===== config.mk =====
export PLATFORM = sky130hd
export DESIGN_NAME = ddr_wr_sched_flat
export DESIGN_NICKNAME = d
export VERILOG_FILES = /design/src/rtl/ddr_wr_sched_if.sv /design/src/rtl/ddr_wr_sched.sv /design/src/flat_wrapper.sv
export SDC_FILE = /design/constraint.sdc
export NUM_CORES = 1
export LEC_CHECK = 0
export CAP_MARGIN = 5
export CORE_AREA = 2 2 413 415
export CTS_CLUSTER_SIZE = 25
export DETAILED_ROUTE_END_ITERATION = 7
export DIE_AREA = 0 0 415 417
export PLACE_DENSITY_LB_ADDON = 0.12
export SLEW_MARGIN = 0
export SYNTH_ARGS = -nofsm -noshare
export SYNTH_HDL_FRONTEND = slang
export SYNTH_SLANG_ARGS = --single-unit
export TNS_END_PERCENT = 100

===== constraint.sdc =====
create_clock -name ddr_clk_100M -period 4.2 [get_ports ddr_clk_100M]
set_clock_uncertainty 0.1 [all_clocks]
set_input_delay 0.84 -clock ddr_clk_100M [delete_from_list [all_inputs] [get_ports ddr_clk_100M]]
set_output_delay 0.84 -clock ddr_clk_100M [all_outputs]
set_load 0.01 [all_outputs]

===== src/rtl/ddr_wr_sched_if.sv =====
// Write-port bundle between ddr_wr_sched (master) and axi_ctrl (slave).
// Latency: none, plain wires.
// Backpressure: wr_busy from the controller holds off new requests; wr_done closes each burst.
// Ports: wr_req (1-cycle pulse), wr_addr, wr_data (stable until wr_done), awlen,
//        wr_done (1-cycle completion pulse), wr_busy (controller busy level).
interface ddr_wr_sched_if #(
    parameter int ADDR_W = 28,
    parameter int DATA_W = 256
);
    logic              wr_req;
    logic [ADDR_W-1:0] wr_addr;
    logic [DATA_W-1:0] wr_data;
    logic [3:0]        awlen;
    logic              wr_done;
    logic              wr_busy;

    modport master (output wr_req, wr_addr, wr_data, awlen, input wr_done, wr_busy);
    modport slave  (input wr_req, wr_addr, wr_data, awlen, output wr_done, wr_busy);
endinterface


===== src/rtl/ddr_wr_sched.sv =====
// Round-robin DDR write scheduler: CH sources share the single axi_ctrl write port, each
// channel writing into its own wrapping frame-buffer region.
// Latency: grant edge -> wr_req/ch_ack next cycle; wr_done edge -> ch_done next cycle.
// Backpressure: no grant while init_done=0 or wr_busy=1; one burst in flight at a time.
// Ports: ch_req/ch_data/ch_frame_start in, ch_ack/ch_done out (per channel); pat_en/pat_data
//        override the write data; cur_ch shows the channel in flight; wr = axi_ctrl write port.
module ddr_wr_sched #(
    parameter int                CH           = 2,
    parameter int                ADDR_W       = 28,
    parameter int                DATA_W       = 256,
    parameter int                BURST_BYTES  = 32,
    parameter logic [ADDR_W-1:0] REGION_BYTES = 28'h080_0000,
    parameter logic [3:0]        AWLEN        = 4'd0,
    localparam int               CH_W         = (CH > 1) ? $clog2(CH) : 1
) (
    input  logic                 ddr_clk_100M,
    input  logic                 rstn,
    input  logic                 init_done,
    input  logic [CH-1:0]        ch_req,
    input  logic [CH*DATA_W-1:0] ch_data,
    input  logic [CH-1:0]        ch_frame_start,
    input  logic                 pat_en,
    input  logic [DATA_W-1:0]    pat_data,
    output logic [CH-1:0]        ch_ack,
    output logic [CH-1:0]        ch_done,
    output logic [CH_W-1:0]      cur_ch,
    ddr_wr_sched_if.master       wr
);

    typedef enum logic [1:0] {IDLE, ISSUE, WAIT_DONE} state_t;

    state_t            state;
    logic [ADDR_W-1:0] ptr [CH];
    logic [CH-1:0]     pending;
    logic [CH_W-1:0]   last_grant;

    logic              grant_vld;
    logic [CH_W-1:0]   grant_idx;
    logic [ADDR_W-1:0] grant_addr;
    logic [DATA_W-1:0] grant_dat;
    logic              granting;
    logic              completing;
    logic [CH-1:0]     in_flight;
    int                best_dist;

    assign wr.awlen = AWLEN;

    function automatic logic [ADDR_W-1:0] base_of(input int c);
        return ADDR_W'(c) * REGION_BYTES;
    endfunction

    function automatic logic [ADDR_W-1:0] ptr_next(input int c, input logic [ADDR_W-1:0] p);
        logic [ADDR_W-1:0] nxt;
        nxt = p + ADDR_W'(BURST_BYTES);
        if (nxt >= base_of(c) + REGION_BYTES) begin
            return base_of(c);
        end
        return nxt;
    endfunction

    // Distance of channel c from the round-robin start point (last_grant+1); 0 = highest priority.
    function automatic int rr_dist(input int c, input logic [CH_W-1:0] lg);
        int d;
        d = c - int'(lg) - 1;
        if (d < 0) begin
            d = d + CH;
        end
        return d;
    endfunction

    always_comb begin
        grant_vld = 1'b0;
        grant_idx = '0;
        best_dist = CH;
        for (int c = 0; c < CH; c++) begin
            if (ch_req[c] && (rr_dist(c, last_grant) < best_dist)) begin
                best_dist = rr_dist(c, last_grant);
                grant_vld = 1'b1;
                grant_idx = CH_W'(c);
            end
        end
    end

    always_comb begin
        grant_addr = '0;
        grant_dat  = '0;
        for (int c = 0; c < CH; c++) begin
            if (grant_idx == CH_W'(c)) begin
                grant_addr = ptr[c];
                grant_dat  = ch_data[c*DATA_W +: DATA_W];
            end
        end
        if (pat_en) begin
            grant_dat = pat_data;
        end
    end

    assign granting   = (state == IDLE) && init_done && !wr.wr_busy && grant_vld;
    assign completing = (state == WAIT_DONE) && wr.wr_done;

    // A channel being granted this edge already counts as in flight, so a frame_start that
    // coincides with its grant is deferred to completion rather than racing the address capture.
    always_comb begin
        in_flight = '0;
        for (int c = 0; c < CH; c++) begin
            in_flight[c] = ((state != IDLE) && (cur_ch == CH_W'(c))) ||
                           (granting && (grant_idx == CH_W'(c)));
        end
    end

    always_ff @(posedge ddr_clk_100M) begin
        if (!rstn) begin
            state      <= IDLE;
            wr.wr_req  <= 1'b0;
            wr.wr_addr <= '0;
            wr.wr_data <= '0;
            cur_ch     <= '0;
            ch_ack     <= '0;
            ch_done    <= '0;
            last_grant <= CH_W'(CH - 1);
            pending    <= '0;
            for (int c = 0; c < CH; c++) begin
                ptr[c] <= base_of(c);
            end
        end else begin
            wr.wr_req <= 1'b0;
            ch_ack    <= '0;
            ch_done   <= '0;

            case (state)
                IDLE: begin
                    if (granting) begin
                        wr.wr_req  <= 1'b1;
                        wr.wr_addr <= grant_addr;
                        wr.wr_data <= grant_dat;
                        cur_ch     <= grant_idx;
                        last_grant <= grant_idx;
                        ch_ack     <= CH'(1) << grant_idx;
                        state      <= ISSUE;
                    end
                end
                ISSUE: begin
                    state <= WAIT_DONE;
                end
                WAIT_DONE: begin
                    if (wr.wr_done) begin
                        ch_done <= CH'(1) << cur_ch;
                        state   <= IDLE;
                    end
                end
                default: begin
                    state <= IDLE;
                end
            endcase

            for (int c = 0; c < CH; c++) begin
                if (in_flight[c] && completing) begin
                    // A rewind requested during the burst replaces the normal increment.
                    ptr[c]     <= (pending[c] || ch_frame_start[c]) ? base_of(c) : ptr_next(c, ptr[c]);
                    pending[c] <= 1'b0;
                end else if (in_flight[c]) begin
                    pending[c] <= pending[c] | ch_frame_start[c];
                end else if (ch_frame_start[c] || pending[c]) begin
                    ptr[c]     <= base_of(c);
                    pending[c] <= 1'b0;
                end
            end
        end
    end

endmodule


===== src/flat_wrapper.sv =====
// flat-port wrapper written by rule: the top's interface ports become plain ports
module ddr_wr_sched_flat 
#(
    parameter int                CH           = 2,
    parameter int                ADDR_W       = 28,
    parameter int                DATA_W       = 256,
    parameter int                BURST_BYTES  = 32,
    parameter logic [ADDR_W-1:0] REGION_BYTES = 28'h080_0000,
    parameter logic [3:0]        AWLEN        = 4'd0,
    localparam int               CH_W         = (CH > 1) ? $clog2(CH) : 1
)
  (ddr_clk_100M, rstn, init_done, ch_req, ch_data, ch_frame_start, pat_en, pat_data, ch_ack, ch_done, cur_ch, wr_wr_req, wr_wr_addr, wr_wr_data, wr_awlen, wr_wr_done, wr_wr_busy);
  ddr_wr_sched_if #(.ADDR_W(ADDR_W), .DATA_W(DATA_W)) wr_i ();
  input  logic ddr_clk_100M;
  input  logic rstn;
  input  logic init_done;
  input  logic [CH-1:0] ch_req;
  input  logic [CH*DATA_W-1:0] ch_data;
  input  logic [CH-1:0] ch_frame_start;
  input  logic pat_en;
  input  logic [DATA_W-1:0] pat_data;
  output logic [CH-1:0] ch_ack;
  output logic [CH-1:0] ch_done;
  output logic [CH_W-1:0] cur_ch;
  output wire logic [$bits(wr_i.wr_req)-1:0] wr_wr_req;
  output wire logic [$bits(wr_i.wr_addr)-1:0] wr_wr_addr;
  output wire logic [$bits(wr_i.wr_data)-1:0] wr_wr_data;
  output wire logic [$bits(wr_i.awlen)-1:0] wr_awlen;
  input wire logic [$bits(wr_i.wr_done)-1:0] wr_wr_done;
  input wire logic [$bits(wr_i.wr_busy)-1:0] wr_wr_busy;
  assign wr_wr_req = wr_i.wr_req;
  assign wr_wr_addr = wr_i.wr_addr;
  assign wr_wr_data = wr_i.wr_data;
  assign wr_awlen = wr_i.awlen;
  assign wr_i.wr_done = wr_wr_done;
  assign wr_i.wr_busy = wr_wr_busy;
  ddr_wr_sched #(.CH(CH), .ADDR_W(ADDR_W), .DATA_W(DATA_W), .BURST_BYTES(BURST_BYTES), .REGION_BYTES(REGION_BYTES), .AWLEN(AWLEN)) u_core (.ddr_clk_100M(ddr_clk_100M), .rstn(rstn), .init_done(init_done), .ch_req(ch_req), .ch_data(ch_data), .ch_frame_start(ch_frame_start), .pat_en(pat_en), .pat_data(pat_data), .ch_ack(ch_ack), .ch_done(ch_done), .cur_ch(cur_ch), .wr(wr_i));
endmodule

# Yosys cells after proc, flatten, opt, wreduce, memory -nomap -nowiden
# Memories as Yosys holds them, arrays and structs flattened.
# Index checks and enable logic that the tools add are counted.
# op_classes
reduce_logical	28
magnitude_cmp	6
addsub	8
mul	0
shift	2
div	0
mux	54
bitwise	9
n_eq_ne	4
# op_table
cell	count
two-way mux 256 bit	2
two-way mux 28 bit	15
two-way mux 32 bit	3
adder 32 x 3 -> 32 bit, second input constant	2
less-than comparator 32 x 1 -> 1 bit, second input constant	2
adder 28 x 6 -> 28 bit, second input constant	2
less-than comparator 32 x 3 -> 1 bit, second input constant	1
less-than comparator 32 bit	1
subtractor 32 x 2 -> 32 bit, second input constant	1
two-way mux 1 bit	31
>= comparator 28 x 24 -> 1 bit, second input constant	1
>= comparator 28 x 25 -> 1 bit, second input constant	1
logical AND 1 bit	12
bitwise OR 1 bit	6
case mux 2 bit (3 select lines)	1
AND reduction 2 bit	3
AND reduction 3 bit	2
nonzero test 2 bit	3
logical OR 1 bit	4
two-way mux 2 bit	2
OR reduction 2 bit	2
<< shifter 1 x 1 -> 2 bit, first input constant	2
subtractor 1 x 1 -> 2 bit, first input constant	2
inverter 1 bit	3
other kinds (7)	7
# totals
n_memories	1
latch_bits	0
regBits	295
elab_cells	122
in_bits	778
romBits	0
output_inout_bits	294
ramBits	56
# memory_table
memory	words	width	read_ports	rd_clocked_by_memory_dff	write_ports	line	text
u_core.ptr	2	28	2	0	2	ddr_wr_sched.sv:33	logic [ADDR_W-1:0] ptr [CH];

# Logic depth before layout (Yosys ltp)
# depth
depth_word	22
mapped_depth	9
mapped_depth_nobuf	7

# Worst setup path after synthesis
# Ideal clock, no wire load.
# synth_timing
kind	input to register
start	input wr_wr_busy
end	memory u_core.ptr[0][10], enable pin
setup_ps	379
arrival_ps	2364
stages	6
required_time_ps	3721
path_slack_ps	1357
path_buffers	1
path_cell_list	nor4b_1 > o21a_1 > clkbuf_1 > a21boi_0 > nor2_1 > a211o_1
# synth_rtl
element	line	text
from (decl)	flat_wrapper.sv:30	input wire logic [$bits(wr_i.wr_busy)-1:0] wr_wr_busy;
to (decl)	ddr_wr_sched.sv:33	

# Worst setup path after layout
# layout_timing
start	register u_core.wr.wr_data[5]
end	output wr_wr_data[5]
# layout_rtl
element	line	text
from (decl)	ddr_wr_sched_if.sv:17	modport master (output wr_req, wr_addr, wr_data, awlen, input wr_done, wr_busy);
from (signal assigned)	ddr_wr_sched.sv:135	wr.wr_data <= grant_dat;
to (decl)	flat_wrapper.sv:27	output wire logic [$bits(wr_i.wr_data)-1:0] wr_wr_data;
# No word-level cell between the ends.

==> impl_metrics.tcl <==
set metrics [dict create \
    root_buffer "clkbuf_16" \
    tns_ps 0 \
    synthArstFlopShare_pct 0 \
    synth_edf_count 23 \
    ys_seq_elements 337 \
    worstSetupStartpointType "flop" \
    yosysSeqAreaShare_pct 39.5 \
    cts_setup_buffers 0 \
    crit_family "buffers and inverters" \
    drt-vias-per-instance 3.56 \
    overflow 0 \
    core_sq_um 169000 \
    cellPowerDensity_nw_per_um2 310 \
    place.gp.congestion 0.804 \
    cpMaxStageDelayCell "clkdlybuf4s50_1" \
    port_buffers 1067 \
    setup_viol 0 \
    area_growth_syn_to_layout_pct 84.9 \
    max_cap_viol_count 0 \
    layout.nets 4152 \
    wl_per_cell_microns 21.6 \
    rows 151 \
    rsz0062_at_grt "false" \
    timing.fmax_mhz 335 \
    crit_buf_inv 1 \
    cp_slowest_stage_delay_ps 910 \
    path_class "flop to output port" \
    synth_cells 2401 \
    ant_nets 0 \
    tightest_slew_ps 800 \
    die-area_sq_um 173000 \
    vias 20070 \
    path_cells "clkdlybuf4s50_1" \
    cts_tree "yes" \
    finalCriticalPeriod_ps 2980 \
    status "complete, no violations" \
    leakage_uw 0.0121 \
    clk_pin_slew_ps 60 \
    crit_path_max_fanout 2 \
    synth_cell_types 50 \
    hp-class "flop to flop" \
    cts_htree_levels 2 \
    crit_required_ps 3260 \
    cts_buffer_depth 3 \
    finalWirelength_microns 122000 \
    slew_headroom_pct 46.3 \
    grt_pass1_vias 20399 \
    syn_area_per_cell_sq_um 7.35 \
    drt-pass1-iter-count 5 \
    die_h_microns 417 \
    clkLatencyLatePin_ps 620 \
    slew_violations 0 \
    antenna_found_initial 14 \
    grt_pass1_wl_microns 166000 \
    syn_area_sq_um 17600 \
    io_pins 1072 \
    cts_resized 0 \
    yosys_warnings 0 \
    finalCritPeriodShare_pct 71.0 \
    die_w_microns 415 \
    numCtsBuffers 49 \
    endpoint_kind "output port" \
    initialDrtViolationCount 864 \
    grt_usage_pct 13.4 \
    hold_ws_ps 351 \
    irDropWorstVdd_v 0.000258 \
    grt_max_degree 119 \
    drcViolationCount 0 \
    arrival_ps 2040 \
    dp_hpwl_microns 96900 \
    hold_buffers 0 \
    cts.sinks 337 \
    synth-main-ff-cell "dfxtp_1" \
    start_util_pct 10.5 \
    hold_viol 0 \
    layout-drive-gt1-share_pct 4.08 \
]
[metrics by stage]
stage          power, uW  utilization [%]  instance area, sq um  setup slack, ps  cells
2_1_floorplan       4320                -                 17700             1360   2409
3_3_place_gp        5840             18.4                 30900              669   5539
3_5_place_dp        5830             18.4                 30900              658   5539
4_1_cts            10400             19.3                 32600              965   5627
5_1_grt            10700             19.3                 32600             1020   5627
6_report           10100             19.4                 32600             1220   5631
[registers in the layout, summed over array words and instances, names as in the netlist]
register           flops
u_core.wr.wr_data    256
u_core.ch_done         2
u_core.state           2
u_core.cur_ch          1
u_core.pending         2
u_core.last_grant      1
u_core.wr.wr_req       1
u_core.ch_ack          2
u_core.wr.wr_addr     24
u_core.ptr            46
[final timing paths]
| kind | startpoint | endpoint | slack, ps | cells past startpoint |
|---|---|---|---|---|
| worst max-delay path | u_core.wr.wr_data[5]$_SDFFE_PN0P_ | wr_wr_data[5] | 1220 | 1 |
| worst min-delay path | u_core.wr.wr_data[147]$_SDFFE_PN0P_ | u_core.wr.wr_data[147]$_SDFFE_PN0P_ | 350 | 2 |
| worst max register to register | u_core.ptr[1][7]$_SDFFE_PP0P_ | u_core.ptr[1][23]$_SDFFE_PP1P_ | 1300 | 7 |
| worst min register to register | u_core.wr.wr_data[147]$_SDFFE_PN0P_ | u_core.wr.wr_data[147]$_SDFFE_PN0P_ | 350 | 2 |
[cell usage after synthesis (7+ instances only)]
cell type	instances	area [sq um]
clkbuf_1	156	586
o21ai_0	258	1290
buf_2	8	40.0
a21oi_1	265	1330
nand2_1	842	3160
inv_1	9	33.8
edfxtp_1	23	691
buf_1	30	113
dfxtp_1	314	6290
nor2_1	58	218
a311oi_1	23	201
mux2i_1	257	2570
xnor2_1	13	114
nand3_1	19	95.1
xor2_1	16	140
nand4_1	19	119
nor3_1	25	125
buf_4	8	60.1
and3_1	7	43.8
[routing by layer]
layer  GRT usage (%)  vias up  wire (microns)
met1            15.1     9266           47600
li1                -    10070               -
met4            2.65       18            2000
met5               0        -             117
met3            4.25      101            9160
met2            24.6      615           62900
[cell type report]
class,count,area (sq um)
fillers,19092,136000
repair buffers,1116,11300
multi-input cells,1859,9870
flip-flops and latches,337,6980
well taps,2218,2780
clock buffers,75,1520
clock inverters,13,150
inverters,9,41.3
diodes,4,10.0
[placed cells by master, fill, tap and decap left out, types with 3 or more instances in the layout]
cell	count
mux2i_1	257
clkbuf_1	9
conb_1	9
clkdlybuf4s50_1	1066
and3_1	7
and4_1	5
clkinv_2	7
diode_2	4
nand4b_1	3
edfxtp_1	23
nor3_1	24
a311oi_1	23
a31oi_1	3
nand2_1	841
clkbuf_8	15
nand3_1	19
a21oi_1	265
buf_12	17
clkbuf_16	51
inv_1	8
nor4_1	3
buf_4	32
nor2_1	58
dfxtp_1	314
nand4_1	19
xor2_1	16
xnor2_1	13
bufinv_16	3
nor2b_1	3
o21ai_0	256
[power breakdown]
part           switching [uW]  internal (uW)
clock network            1760           2650
registers                 111           3380
logic                    1010           1190
[logic make-up (layout without fill, tap and decap cells)]
kind of cell,count (synthesis),in the layout,synth area share [%]
XOR/XNOR,29,29,1.44
AO/OA/AOI/OAI,564,564,16.8
adder cells (fa/ha/maj),2,2,0.142
buffers and inverters,213,1213,4.84
multiplexers,257,257,14.6
other,1,13,0.0213
flip-flops,337,337,39.5
AND/OR/NAND/NOR,998,998,22.7
No activity file was read; power rests on OpenSTA's default activity.
